`config.mk`:
```
export PLATFORM = sky130hd
export DESIGN_NAME = transport_send_flat
export DESIGN_NICKNAME = d
export VERILOG_FILES = /design/src/rtl/transport_send_if.sv /design/src/rtl/transport_send.sv /design/src/flat_wrapper.sv
export SDC_FILE = /design/constraint.sdc
export NUM_CORES = 1
export LEC_CHECK = 0
export ABC_CLOCK_PERIOD_IN_PS = 8770
export BUFFER_PORTS_ARGS = -buffer_cell sky130_fd_sc_hd__buf_4
export CORE_ASPECT_RATIO = 0.8
export CORE_MARGIN = 1.5
export CORE_UTILIZATION = 45
export CTS_CLUSTER_SIZE = 20
export DETAILED_ROUTE_END_ITERATION = 10
export GPL_TIMING_DRIVEN = 0
export PLACE_DENSITY = 0.62
export SYNTH_ARGS = -nofsm -noshare
export SYNTH_HDL_FRONTEND = slang
export SYNTH_SLANG_ARGS = --single-unit
```
`constraint.sdc`:
```
create_clock -name clk -period 8.77 [get_ports clk]
set_input_delay 1.754 -clock clk [delete_from_list [all_inputs] [get_ports clk]]
set_output_delay 1.754 -clock clk [all_outputs]
set_load 0.005 [all_outputs]
```
`src/rtl/transport_send_if.sv`:
```
// transport_send_if: session-write and network-byte handshake bundle for the
// transport transmitter. The master side drives session commands and network
// back-pressure. The slave side is the transmitter itself.
interface transport_send_if;
    logic [1:0]  sessionSend;
    logic [15:0] sessionData;
    logic        networkBusy;
    logic        transportBusy;
    logic        sendSignal;
    logic [7:0]  packetOut;

    modport master (
        output sessionSend,
        output sessionData,
        output networkBusy,
        input  transportBusy,
        input  sendSignal,
        input  packetOut
    );

    modport slave (
        input  sessionSend,
        input  sessionData,
        input  networkBusy,
        output transportBusy,
        output sendSignal,
        output packetOut
    );
endinterface

```
`src/rtl/transport_send.sv`:
```
// transport_send: transmit half of the transport layer.
// Audio words are queued in a FIFO. Control words sit in a one-entry register.
// Packets are framed as a header byte {1, type, seq}, followed by payload words
// sent high byte first. One byte is presented per cycle, under networkBusy
// back-pressure.
// Optional feature macro: TRANSPORT_CHECKSUM_EN. When it is defined, the packet
// gains one trailing byte, which is the XOR of the header and all payload bytes.
module transport_send #(
    parameter int PAYLOAD_WORDS = 4,
    parameter int FIFO_DEPTH    = 8
) (
    input logic             clk,
    input logic             reset,
    transport_send_if.slave bus
);
    localparam int AW = (FIFO_DEPTH > 1) ? $clog2(FIFO_DEPTH) : 1;
    localparam int CW = $clog2(FIFO_DEPTH + 1);
    localparam logic [CW-1:0] FULL_CNT = CW'(FIFO_DEPTH);
    localparam logic [CW-1:0] PAY_CNT  = CW'(PAYLOAD_WORDS);
    localparam logic [3:0]    PAY_LEN  = 4'(PAYLOAD_WORDS);

    typedef enum logic [1:0] {
        ST_IDLE   = 2'd0,
        ST_PAY_HI = 2'd1,
        ST_PAY_LO = 2'd2
`ifdef TRANSPORT_CHECKSUM_EN
        , ST_CHK  = 2'd3
`endif
    } state_t;

    // Pointer advance with explicit wrap, so non-power-of-2 depths stay correct.
    function automatic logic [AW-1:0] ptr_inc(input logic [AW-1:0] p);
        return (p == AW'(FIFO_DEPTH - 1)) ? {AW{1'b0}} : p + AW'(1);
    endfunction

    state_t          r_state;
    state_t          w_next_state;
    logic [15:0]     r_mem [FIFO_DEPTH];
    logic [AW-1:0]   r_wr_ptr;
    logic [AW-1:0]   r_rd_ptr;
    logic [CW-1:0]   r_count;
    logic            r_ctrl_valid;
    logic [15:0]     r_ctrl_data;
    logic            r_is_ctrl;
    logic [3:0]      r_words_left;
    logic [4:0]      r_seq;
    logic            r_send;
    logic [7:0]      r_pkt;
`ifdef TRANSPORT_CHECKSUM_EN
    logic [7:0]      r_chk;
`endif

    logic            w_busy;
    logic            w_push;
    logic            w_ctrl_load;
    logic            w_pop;
    logic            w_ctrl_clr;
    logic            w_emit;
    logic            w_start;
    logic            w_start_ctrl;
    logic [7:0]      w_byte;
    logic [15:0]     w_cur_word;

    assign w_busy      = (r_count == FULL_CNT) || r_ctrl_valid;
    assign w_push      = (bus.sessionSend == 2'b01) && !w_busy;
    assign w_ctrl_load = (bus.sessionSend == 2'b10) && !w_busy;
    assign w_cur_word  = r_is_ctrl ? r_ctrl_data : r_mem[r_rd_ptr];

    assign bus.transportBusy = w_busy;
    assign bus.sendSignal    = r_send;
    assign bus.packetOut     = r_pkt;

    // Framing FSM: choose the byte for this state and decide whether it leaves this edge.
    always_comb begin
        w_next_state = r_state;
        w_emit       = 1'b0;
        w_byte       = 8'h00;
        w_pop        = 1'b0;
        w_ctrl_clr   = 1'b0;
        w_start      = 1'b0;
        w_start_ctrl = 1'b0;
        case (r_state)
            ST_IDLE: begin
                // Control wins the tie, but only here; a running packet is never preempted.
                if (r_ctrl_valid) begin
                    w_start      = 1'b1;
                    w_start_ctrl = 1'b1;
                    w_byte       = {1'b1, 2'b10, r_seq};
                end else if (r_count >= PAY_CNT) begin
                    w_start = 1'b1;
                    w_byte  = {1'b1, 2'b01, r_seq};
                end else begin
                    w_start = 1'b0;
                end
                if (w_start && !bus.networkBusy) begin
                    w_emit       = 1'b1;
                    w_next_state = ST_PAY_HI;
                end else begin
                    w_next_state = r_state;
                end
            end
            ST_PAY_HI: begin
                w_byte = w_cur_word[15:8];
                if (!bus.networkBusy) begin
                    w_emit       = 1'b1;
                    w_next_state = ST_PAY_LO;
                end else begin
                    w_next_state = r_state;
                end
            end
            ST_PAY_LO: begin
                w_byte = w_cur_word[7:0];
                if (!bus.networkBusy) begin
                    w_emit = 1'b1;
                    if (r_is_ctrl) begin
                        w_ctrl_clr = 1'b1;
                    end else begin
                        w_pop = 1'b1;
                    end
                    if (r_words_left == 4'd1) begin
`ifdef TRANSPORT_CHECKSUM_EN
                        w_next_state = ST_CHK;
`else
                        w_next_state = ST_IDLE;
`endif
                    end else begin
                        w_next_state = ST_PAY_HI;
                    end
                end else begin
                    w_next_state = r_state;
                end
            end
`ifdef TRANSPORT_CHECKSUM_EN
            ST_CHK: begin
                w_byte = r_chk;
                if (!bus.networkBusy) begin
                    w_emit       = 1'b1;
                    w_next_state = ST_IDLE;
                end else begin
                    w_next_state = r_state;
                end
            end
`endif
            default: begin
                w_next_state = ST_IDLE;
            end
        endcase
    end

    // State, packet bookkeeping and registered byte outputs.
    always_ff @(posedge clk or negedge reset) begin
        if (!reset) begin
            r_state      <= ST_IDLE;
            r_is_ctrl    <= 1'b0;
            r_words_left <= 4'd0;
            r_seq        <= 5'd0;
            r_send       <= 1'b0;
            r_pkt        <= 8'h00;
        end else begin
            r_state <= w_next_state;
            r_send  <= w_emit;
            if (w_emit) begin
                r_pkt <= w_byte;
            end
            if (w_emit && (r_state == ST_IDLE)) begin
                r_seq        <= r_seq + 5'd1;
                r_is_ctrl    <= w_start_ctrl;
                r_words_left <= w_start_ctrl ? 4'd1 : PAY_LEN;
            end else if (w_emit && (r_state == ST_PAY_LO)) begin
                r_words_left <= r_words_left - 4'd1;
            end
        end
    end

`ifdef TRANSPORT_CHECKSUM_EN
    // Running XOR: the header seeds it, and every later byte of the packet folds in.
    always_ff @(posedge clk or negedge reset) begin
        if (!reset) begin
            r_chk <= 8'h00;
        end else if (w_emit && (r_state == ST_IDLE)) begin
            r_chk <= w_byte;
        end else if (w_emit) begin
            r_chk <= r_chk ^ w_byte;
        end
    end
`endif

    // FIFO storage; contents need no reset because the pointers and count define validity.
    always_ff @(posedge clk) begin
        if (w_push) begin
            r_mem[r_wr_ptr] <= bus.sessionData;
        end
    end

    // FIFO pointers and occupancy; a simultaneous push and pop leaves the count unchanged.
    always_ff @(posedge clk or negedge reset) begin
        if (!reset) begin
            r_wr_ptr <= {AW{1'b0}};
            r_rd_ptr <= {AW{1'b0}};
            r_count  <= {CW{1'b0}};
        end else begin
            if (w_push) begin
                r_wr_ptr <= ptr_inc(r_wr_ptr);
            end
            if (w_pop) begin
                r_rd_ptr <= ptr_inc(r_rd_ptr);
            end
            case ({w_push, w_pop})
                2'b10:   r_count <= r_count + CW'(1);
                2'b01:   r_count <= r_count - CW'(1);
                default: r_count <= r_count;
            endcase
        end
    end

    // One-entry control register: loads on an accepted control write, empties when its packet finishes.
    always_ff @(posedge clk or negedge reset) begin
        if (!reset) begin
            r_ctrl_valid <= 1'b0;
            r_ctrl_data  <= 16'h0000;
        end else if (w_ctrl_load) begin
            r_ctrl_valid <= 1'b1;
            r_ctrl_data  <= bus.sessionData;
        end else if (w_ctrl_clr) begin
            r_ctrl_valid <= 1'b0;
        end
    end
endmodule

```
`src/flat_wrapper.sv`:
```
// flat-port wrapper written by rule: the top's interface ports become plain ports
module transport_send_flat 
#(
    parameter int PAYLOAD_WORDS = 4,
    parameter int FIFO_DEPTH    = 8
)
  (clk, reset, bus_sessionSend, bus_sessionData, bus_networkBusy, bus_transportBusy, bus_sendSignal, bus_packetOut);
  transport_send_if bus_i ();
  input logic clk;
  input logic reset;
  input wire logic [$bits(bus_i.sessionSend)-1:0] bus_sessionSend;
  input wire logic [$bits(bus_i.sessionData)-1:0] bus_sessionData;
  input wire logic [$bits(bus_i.networkBusy)-1:0] bus_networkBusy;
  output wire logic [$bits(bus_i.transportBusy)-1:0] bus_transportBusy;
  output wire logic [$bits(bus_i.sendSignal)-1:0] bus_sendSignal;
  output wire logic [$bits(bus_i.packetOut)-1:0] bus_packetOut;
  assign bus_i.sessionSend = bus_sessionSend;
  assign bus_i.sessionData = bus_sessionData;
  assign bus_i.networkBusy = bus_networkBusy;
  assign bus_transportBusy = bus_i.transportBusy;
  assign bus_sendSignal = bus_i.sendSignal;
  assign bus_packetOut = bus_i.packetOut;
  transport_send #(.PAYLOAD_WORDS(PAYLOAD_WORDS), .FIFO_DEPTH(FIFO_DEPTH)) u_core (.clk(clk), .reset(reset), .bus(bus_i));
endmodule
```
==> impl_metrics.json, run 1 <==
{
  "post-place-ws_ns": 4.73,
  "globalRoute.busiestLayer": "met2",
  "clock-root-buffer": "clkbuf_16",
  "async_sr_flop_fraction": 0.273,
  "drv_slew": 0,
  "std_cell_rows": 42,
  "synth.top_cell.area_share": 0.504,
  "clock_skew_ns": 0.00631,
  "pin_count": 31,
  "count_of_routing_violations_after_the_opening_detailed_route_iteration": 308,
  "synth_top_cells_by_area": "edfxtp_1, dfrtp_1, mux2i_1",
  "clk_pin_slew_ns": 0.06,
  "tritoncts.num_buffers": 17,
  "worst_ep_arrival_time_ns": 3.78,
  "ys_seq_elements": 176,
  "setup.worst_path.start_class": "input port",
  "worst_hold_path.num_cells": 1,
  "net_count_reported_at_finish": 582,
  "hold_buffers": 0,
  "detail-route-antenna-nets": 0,
  "antenna_found_initial": 0,
  "syn_area_mm2": 0.00763,
  "worst_skew_pair.late_latency_ns": 0.43,
  "die_height_um": 119,
  "total_leakage_power_nw": 3.22,
  "netlist_instances": 479,
  "area_growth_pct": 16.3,
  "finalWeightedCongestion": 0.823,
  "cts_resized": 0,
  "wire_length_of_the_first_global_routing_pass_um": 27000,
  "grt_usage": 0.212,
  "timing.critical_path.required_ns": 8.90,
  "antenna-diode-count": 0,
  "syn-mean-instance-area_um2": 15.9,
  "met3_usage": 0.0448,
  "synth.most_common_cell": "edfxtp_1",
  "avgRoutedWirePerCell_um": 22.2,
  "maxSlewHeadroom": 0.222,
  "synth_common_cells": "edfxtp_1, mux2i_1, dfrtp_1, nor2_1, mux2_2",
  "portBuffers": 30,
  "max-clock-path-buffers": 2,
  "portion_of_the_post_synthesis_area_used_by_sequential_elements": 0.661,
  "grt_overflow_total": 0,
  "holdCritPathClass": "reg -> reg",
  "reg2regPathDepth": 5,
  "width_of_the_die_um": 149,
  "hpwlAfterDp_um": 12200,
  "max_freq_mhz": 274,
  "synth_ff_type": "edfxtp_1",
  "setup-violations-final": 0,
  "postCtsSetupRepairBufs": 0,
  "cts_sinks": 176,
  "area_enclosed_by_the_die_boundary_mm2": 0.0178,
  "finalCriticalPeriod_ns": 3.65,
  "rsz_0062_raised_after_global_routing": "no",
  "fillers": 1335,
  "status": "finished clean",
  "drcViolationCount": 0,
  "powerDensity_mw_per_mm2": 317,
  "h-tree-depth": 4,
  "grt.met1_usage": 0.288,
  "initial_core_util": 0.461,
  "wirelength_um": 17300,
  "grt_pass1_vias": 4588,
  "path_class": "in -> reg",
  "floorplan_core_area_mm2": 0.0166,
  "area.sequential_mm2": 0.00504,
  "first_pass_iters": 5,
  "yosysTopAreaCell": "edfxtp_1",
  "worstPathMaxFanout": 10,
  "globalRouteMet2Util": 0.341,
  "finalHoldViolCount": 0,
  "grt_start_max_net_pins": 49,
  "final_layout_size_suffix_gt1_frac": 0.268,
  "multi_input_comb_area_mm2": 0.00247,
  "synthesis.nets": 515,
  "dr_total_vias": 4459,
  "cp-end-kind": "flip-flop",
  "cts_tree": "done",
  "max-vdd-ir-drop_mv": 0.161,
  "setup_total_negative_slack_ns": 0,
  "synth_edf_count": 128,
  "max_cap_violations": 0,
  "worst_slew_pin_slew_ns": 1.16,
  "timing.final.ws_setup_ns": 5.12,
  "layout_worst_path_cycle_share": 0.416,
  "synthDistinctLibCells": 60,
  "detail_route.vias_per_cell": 5.72,
  "synth_warn": 0
}
==> worst max-delay path: stages <==
cell and delay (ns):
buf_4 0.13, nor4b_4 0.37, inv_2 0.20, nor4b_2 0.98, buf_4 0.34
==> cells in the final DEF (no fill, tap or decap), types with 4 or more instances in the layout <==
master | Yosys | routed
xnor2_1 | 5 | 5
buf_6 | 3 | 9
buf_4 | 1 | 43
nor4b_2 | 0 | 4
clkbuf_16 | 0 | 17
nand2_1 | 8 | 8
xor2_1 | 4 | 4
mux2_2 | 17 | 17
buf_2 | 12 | 12
dfrtp_1 | 48 | 48
mux2_4 | 9 | 9
nand3_1 | 5 | 5
o22ai_1 | 9 | 9
a21oi_1 | 16 | 16
clkinv_1 | 0 | 4
edfxtp_1 | 128 | 128
nor2_1 | 22 | 22
clkbuf_1 | 4 | 6
ha_1 | 15 | 15
mux2i_1 | 50 | 50
nand2b_1 | 4 | 4
a22o_1 | 5 | 5
mux4_2 | 10 | 10
o21ai_0 | 15 | 15
a22oi_1 | 9 | 9
nor2b_1 | 8 | 8
inv_1 | 10 | 10
==> worst paths after layout <==
check,startpoint,to,slack (ns)
hold / removal,u_core.r_seq[4],u_core.r_seq[4],0.49
min in group asynchronous,reset,u_core.r_count[1],1.34
setup reg to reg,u_core.r_ctrl_valid,u_core.r_mem[5][11],5.91
setup / recovery,bus_sessionSend[1],u_core.r_mem[5][11],5.12
max in group asynchronous,reset,u_core.r_ctrl_data[9],6.96
hold reg to reg,u_core.r_seq[4],u_core.r_seq[4],0.49
==> stage by stage <==
stage | power [mW] | std cells | utilization | instance area, µm² | hold WS [ns]
after global placement | 2.07 | 729 | 0.491 | 8130 | 0.467
after CTS | 2.82 | 779 | 0.536 | 8870 | 0.485
after global routing | 2.96 | 779 | 0.536 | 8870 | 0.512
after detailed placement | 2.13 | 747 | 0.504 | 8340 | 0.466
final | 2.81 | 779 | 0.536 | 8870 | 0.487
after floorplan | 1.81 | 479 | - | 7630 | 0.442
==> power breakdown <==
group	total, mW	switching [mW]	internal [mW]
Sequential	1.14	0.116	1.03
Clock	0.698	0.305	0.393
Combinational	0.971	0.534	0.437
==> cell type report <==
| class | instances | area share |
|---|---|---|
| sequential | 176 | 0.569 |
| inverter | 11 | 0.00465 |
| buffer | 22 | 0.0140 |
| multi-input combinational | 270 | 0.278 |
| timing repair buffer | 48 | 0.0431 |
| clock buffer | 20 | 0.0503 |
| tap | 220 | 0.0310 |
| clock inverter | 12 | 0.0103 |
==> logic make-up after synthesis <==
group | after synthesis | share of synthesized area
xor+xnor | 9 | 0.0103
simple gates | 81 | 0.0725
fa+ha+maj | 15 | 0.0246
flops | 176 | 0.661
mux | 86 | 0.138
buf+inv | 33 | 0.0216
compound gates | 79 | 0.0718
==> metal layers <==
metal  vias up  part of all wire
met4         0             0.015
met3        18             0.048
met5         -                 0
li1       2012                 -
met2       123              0.48
met1      2306              0.45
==> state kept, by name, summed over array words and instances (netlist names) <==
| name | count |
|---|---|
| u_core.r_mem | 128 |
| u_core.r_ctrl_data | 16 |
| u_core.bus.packetOut | 8 |
| u_core.r_seq | 5 |
| u_core.r_count | 4 |
| u_core.r_words_left | 4 |
| u_core.r_rd_ptr | 3 |
| u_core.r_wr_ptr | 3 |
| u_core.r_state | 2 |
| u_core.bus.sendSignal | 1 |
| u_core.r_ctrl_valid | 1 |
| u_core.r_is_ctrl | 1 |
No activity file was read; power rests on OpenSTA's default activity.
==> run 2: changes to the inputs <==
Settings changed: ABC_CLOCK_PERIOD_IN_PS 8770 to 3200, PLACE_DENSITY 0.62 to 0.65.
Clock period 8.77 ns to 3.2 ns, I/O delays scaled along.
==> run 2 against run 1 <==
Via count down 1.1%. Cell count grew 0.26%. Power grew to 2.8 times the previous value. Wire length about the same. Clock skew grew 0.0026 ns. Die area unchanged.
==> impl_metrics.json, run 2 (synthesized netlist as in run 1, its figures left out) <==
{
  "critical_path.n_buffers_inverters": 3,
  "detail-route-antenna-nets": 0,
  "first_pass_iters": 4,
  "max_freq_mhz": 334,
  "fillers": 1346,
  "initial_core_util": 0.461,
  "powerDensity_mw_per_mm2": 879,
  "max-clock-path-buffers": 2,
  "worst_ep_arrival_time_ns": 3.12,
  "grt_pass1_vias": 4516,
  "setup.worst_path.start": "u_core.r_count[3]",
  "largest_register": "u_core.r_mem",
  "holdCritPathClass": "in -> async",
  "cts_tree": "done",
  "worst_slew_pin_slew_ns": 0.970,
  "cts_sinks": 176,
  "worstPathMaxFanout": 10,
  "wire_length_of_the_first_global_routing_pass_um": 26700,
  "finalWeightedCongestion": 0.870,
  "holdWs_ns": 0.246,
  "floorplan_core_area_mm2": 0.0166,
  "setup.worst_path.start_class": "flip-flop",
  "rsz_0062_raised_after_global_routing": "no",
  "detail_route.vias_per_cell": 5.65,
  "hpwlAfterDp_um": 12300,
  "final_layout_size_suffix_gt1_frac": 0.269,
  "postCtsSetupRepairBufs": 0,
  "area_enclosed_by_the_die_boundary_mm2": 0.0178,
  "die_height_um": 119,
  "grt_usage": 0.209,
  "maxSlewHeadroom": 0.352,
  "max-vdd-ir-drop_mv": 0.486,
  "grt_start_max_net_pins": 49,
  "mostFrequentLayoutCells": "edfxtp_1, mux2i_1, dfrtp_1",
  "antenna_found_initial": 0,
  "dr_total_vias": 4411,
  "timing.critical_path.required_ns": 3.33,
  "path_class": "reg -> reg",
  "crit_family": "simple AND/OR/NAND/NOR gates",
  "max_reg_flops": 128,
  "portBuffers": 30,
  "wirelength_um": 17300,
  "pin_count": 31,
  "grt_overflow_total": 0,
  "path_cells": "nor4b_4, nor4b_4, inv_2, nor4b_2, buf_4, buf_4",
  "regToRegSetupSlack_ns": 0.20,
  "drcViolationCount": 0,
  "clock_skew_ns": 0.00890,
  "clock-root-buffer": "clkbuf_16",
  "width_of_the_die_um": 149,
  "finalCriticalPeriod_ns": 3.00,
  "h-tree-depth": 4,
  "setup_total_negative_slack_ns": 0,
  "clk_pin_slew_ns": 0.06,
  "status": "finished clean",
  "setup-violations-final": 0,
  "layout_worst_path_cycle_share": 0.937,
  "worst_skew_pair.late_latency_ns": 0.43,
  "hold_buffers": 0,
  "final_common_cell": "edfxtp_1",
  "cts_resized": 0,
  "max_cap_violations": 0,
  "antenna-diode-count": 0,
  "total_leakage_power_nw": 3.26,
  "drv_slew": 0,
  "delay_of_the_slowest_critical_path_stage_ns": 0.87,
  "crit-reg2reg-launch": "u_core.r_count[3]",
  "net_count_reported_at_finish": 584,
  "critPathSlowestCell": "nor4b_2",
  "std_cell_rows": 42,
  "tritoncts.num_buffers": 17,
  "finalHoldViolCount": 0,
  "cp-end-kind": "flip-flop",
  "count_of_routing_violations_after_the_opening_detailed_route_iteration": 371,
  "avgRoutedWirePerCell_um": 22.2,
  "area_growth_pct": 17.2
}
## run 2: cell types whose count changed in the layout (fill, tap and decap cells not counted)
cell and change:
clkbuf_1 +5, clkinv_1 -4, buf_6 +3, clkinvlp_4 -3, bufinv_16 +2, buf_4 -1
## run 2: per-layer routing
| metal | share of wire | GRT usage |
|---|---|---|
| met1 | 0.47 | 0.296 |
| met2 | 0.47 | 0.325 |
| met3 | 0.043 | 0.0490 |
| met4 | 0.011 | 0.0545 |
| met5 | 0 | 0 |
## run 2: final cells by class
class,count,area [µm²],area share
well taps,220,275,0.0308
repair buffers,50,409,0.0458
clock buffers,25,465,0.0521
clock inverters,7,114,0.0127
plain buffers,22,124,0.0139
multi-input cells,270,2470,0.276
inverters,11,41.3,0.00462
flip-flops and latches,176,5040,0.564
## run 2: worst paths after layout
kind | end | cells past startpoint
hold / removal | u_core.r_words_left[3] | 1
min in group clk | u_core.r_mem[7][10] | 1
setup / recovery | u_core.r_mem[2][12] | 6
setup reg to reg | u_core.r_mem[2][12] | 6
max in group asynchronous | u_core.r_rd_ptr[2] | 1
hold reg to reg | u_core.r_seq[4] | 1
## run 2: metrics by stage
stage | power [mW] | utilization | area [µm²] | setup WS, ns | std cells
5_1_grt | 8.25 | 0.540 | 8940 | 0.0493 | 781
2_1_floorplan | 4.95 | - | 7630 | -0.158 | 479
4_1_cts | 7.88 | 0.540 | 8940 | 0.171 | 781
3_5_place_dp | 5.82 | 0.505 | 8360 | 0.0602 | 749
3_3_place_gp | 5.68 | 0.491 | 8130 | -2.51 | 729
6_report | 7.86 | 0.540 | 8940 | 0.203 | 781
## run 2: power by group
| part | switching (mW) | internal, mW |
|---|---|---|
| clock network | 0.817 | 1.25 |
| registers | 0.321 | 2.82 |
| logic | 1.45 | 1.20 |
==> run 3: changes to the inputs <==
Settings changed: ABC_AREA set to 1, CORE_UTILIZATION 45 to 40, PLACE_DENSITY 0.65 to unset, PLACE_DENSITY_LB_ADDON set to 0.12.
==> run 3 against run 2 <==
Cell count rose by 34%. Count of clock-buffer cells in the layout fell by 6. First-iteration DRC count rose by 11%. Utilization fell by 6.5 points. Sequential power fell by 4%. Die area rose by 14%. Combinational power rose by 11%. Global-route usage fell by 0.52 points. Critical path type unchanged. Via count rose by 20%.
==> impl_metrics.json, run 3 <==
{
  "status": "finished clean",
  "h-tree-depth": 4,
  "synth_edf_count": 128,
  "async_sr_flop_fraction": 0.273,
  "area_growth_pct": 16.2,
  "portBuffers": 30,
  "cts_sinks": 176,
  "total_leakage_power_nw": 3.59,
  "multi_input_comb_area_mm2": 0.00231,
  "avgRoutedWirePerCell_um": 18.6,
  "utilization": 0.475,
  "clk_pin_slew_ns": 0.07,
  "portion_of_the_post_synthesis_area_used_by_sequential_elements": 0.650,
  "post-place-ws_ns": 0.611,
  "yosysTopAreaCell": "edfxtp_1",
  "max-clock-path-buffers": 2,
  "maxSlewHeadroom": 0.507,
  "syn-mean-instance-area_um2": 10.8,
  "initial_core_util": 0.409,
  "grt_pass1_vias": 5312,
  "grt_start_max_net_pins": 49,
  "hpwlAfterDp_um": 13700,
  "finalCriticalPeriod_ns": 2.62,
  "worst_skew_pair.late_latency_ns": 0.44,
  "max_freq_mhz": 381,
  "cts_tree": "done",
  "grt_usage": 0.204,
  "cts_resized": 0,
  "path_class": "reg -> reg",
  "clock_skew_ns": 0.0102,
  "postCtsSetupRepairBufs": 0,
  "max_reg_flops": 128,
  "clock-root-buffer": "clkbuf_16",
  "finalHoldViolCount": 0,
  "antenna_found_initial": 0,
  "std_cell_rows": 45,
  "dr_total_vias": 5275,
  "max-vdd-ir-drop_mv": 0.350,
  "detail-route-antenna-nets": 0,
  "ys_seq_elements": 176,
  "count_of_routing_violations_after_the_opening_detailed_route_iteration": 411,
  "synth_top_cells_by_area": "edfxtp_1, dfrtp_1, nand2_1",
  "pin_count": 31,
  "area_enclosed_by_the_die_boundary_mm2": 0.0202,
  "width_of_the_die_um": 159,
  "die_height_um": 128,
  "hold_buffers": 0,
  "antenna-diode-count": 0,
  "drcViolationCount": 0,
  "setup.worst_path.start_class": "flip-flop",
  "fillers": 1734,
  "cp-end-kind": "flip-flop",
  "grt_overflow_total": 0,
  "layout_worst_path_cycle_share": 0.820,
  "worst_ep_arrival_time_ns": 2.95,
  "synth.top_cell.area_share": 0.495,
  "final_layout_size_suffix_gt1_frac": 0.178,
  "finalWeightedCongestion": 0.776,
  "mostFrequentLayoutCells": "nand2_1, edfxtp_1, nand3_1",
  "net_count_reported_at_finish": 811,
  "detail_route.vias_per_cell": 5.05,
  "first_pass_iters": 5,
  "netlist_instances": 718,
  "synth_warn": 0,
  "wirelength_um": 19400,
  "tritoncts.num_buffers": 17,
  "largest_register": "u_core.r_mem",
  "wire_length_of_the_first_global_routing_pass_um": 30300,
  "holdCritPathClass": "in -> async",
  "synth.most_common_cell": "nand2_1",
  "timing.final.ws_setup_ns": 0.576,
  "area.sequential_mm2": 0.00504,
  "synth_common_cells": "nand2_1, edfxtp_1, nand3_1, nor2_1, inv_1",
  "syn_area_mm2": 0.00776,
  "worst_slew_pin_slew_ns": 0.740,
  "setup-violations-final": 0,
  "powerDensity_mw_per_mm2": 888,
  "max_cap_violations": 0,
  "drv_slew": 0,
  "timing.critical_path.required_ns": 3.52,
  "synthDistinctLibCells": 37,
  "synth_ff_type": "edfxtp_1",
  "floorplan_core_area_mm2": 0.0190,
  "worstPathMaxFanout": 8,
  "final_common_cell": "nand2_1",
  "synthesis.nets": 754,
  "rsz_0062_raised_after_global_routing": "no"
}
[run 3: cell count changes after synthesis, sizes merged, moves of 26 or more]
cell   before  now
nor2       22   91
o21ai      15   60
mux2i      50    0
inv        11   56
nand3       5   92
mux2       26    0
nand2       8  154
[run 3: final timing paths]
path | slack [ns] | endpoint | cells past startpoint | startpoint
max | 0.58 | u_core.r_count[3] | 10 | u_core.r_state[0]
min | 0.22 | u_core.r_seq[0] | 1 | reset
max reg2reg | 0.58 | u_core.r_count[3] | 10 | u_core.r_state[0]
min reg2reg | 0.49 | u_core.r_ctrl_data[1] | 2 | u_core.r_ctrl_data[1]
max in group asynchronous | 2.54 | u_core.r_rd_ptr[1] | 1 | reset
min in group clk | 0.44 | u_core.r_mem[0][14] | 1 | bus_sessionData[14]
[run 3: worst max-delay path: stages, from the launching register on]
cell and delay [ns]:
dfrtp_1 0.42, inv_1 0.11, ha_1 0.22, nand2_1 0.09
nor2_1 0.51, ha_1 0.34, xor2_1 0.24, nand2_1 0.12
o21ai_0 0.21, nand3_1 0.12, xnor2_1 0.14
[run 3: power breakdown]
| group | internal [mW] | switching [mW] |
|---|---|---|
| combinational | 1.01 | 1.92 |
| sequential | 2.80 | 0.229 |
| clock | 1.15 | 0.896 |
| total | 4.96 | 3.04 |
[run 3: logic make-up after synthesis]
kind of cell | share of synthesized area
compound gates | 0.0592
buf+inv | 0.0542
flops | 0.650
xor+xnor | 0.0124
simple gates | 0.200
fa+ha+maj | 0.0242
[run 3: per-stage QoR]
step	hold WS, ns	std cells	setup TNS [ns]	instance area, µm²	power [mW]
5_1_grt	0.276	1045	0	9010	8.50
3_5_place_dp	0.473	1014	0	8450	6.01
4_1_cts	0.252	1045	0	9010	8.04
6_report	0.224	1045	0	9010	8.00
3_3_place_gp	0.469	1006	-5.34	8310	5.90
2_1_floorplan	0.344	718	0	7760	4.97
[run 3: metal layers]
metal  track usage  vias up  routed length [µm]
met2         0.331      160                8930
met5             0        -                   0
li1              -     2534                   -
met4        0.0549        0                 202
met1         0.280     2564                9200
met3        0.0416       17                1100
[run 3: final cells by class]
class                      count  share of cell area
multi-input combinational    453               0.257
sequential                   176               0.560
buffer                        29              0.0217
clock inverter                12              0.0150
clock buffer                  19              0.0480
timing repair buffer          38              0.0383
inverter                      60              0.0250
tap                          258              0.0358
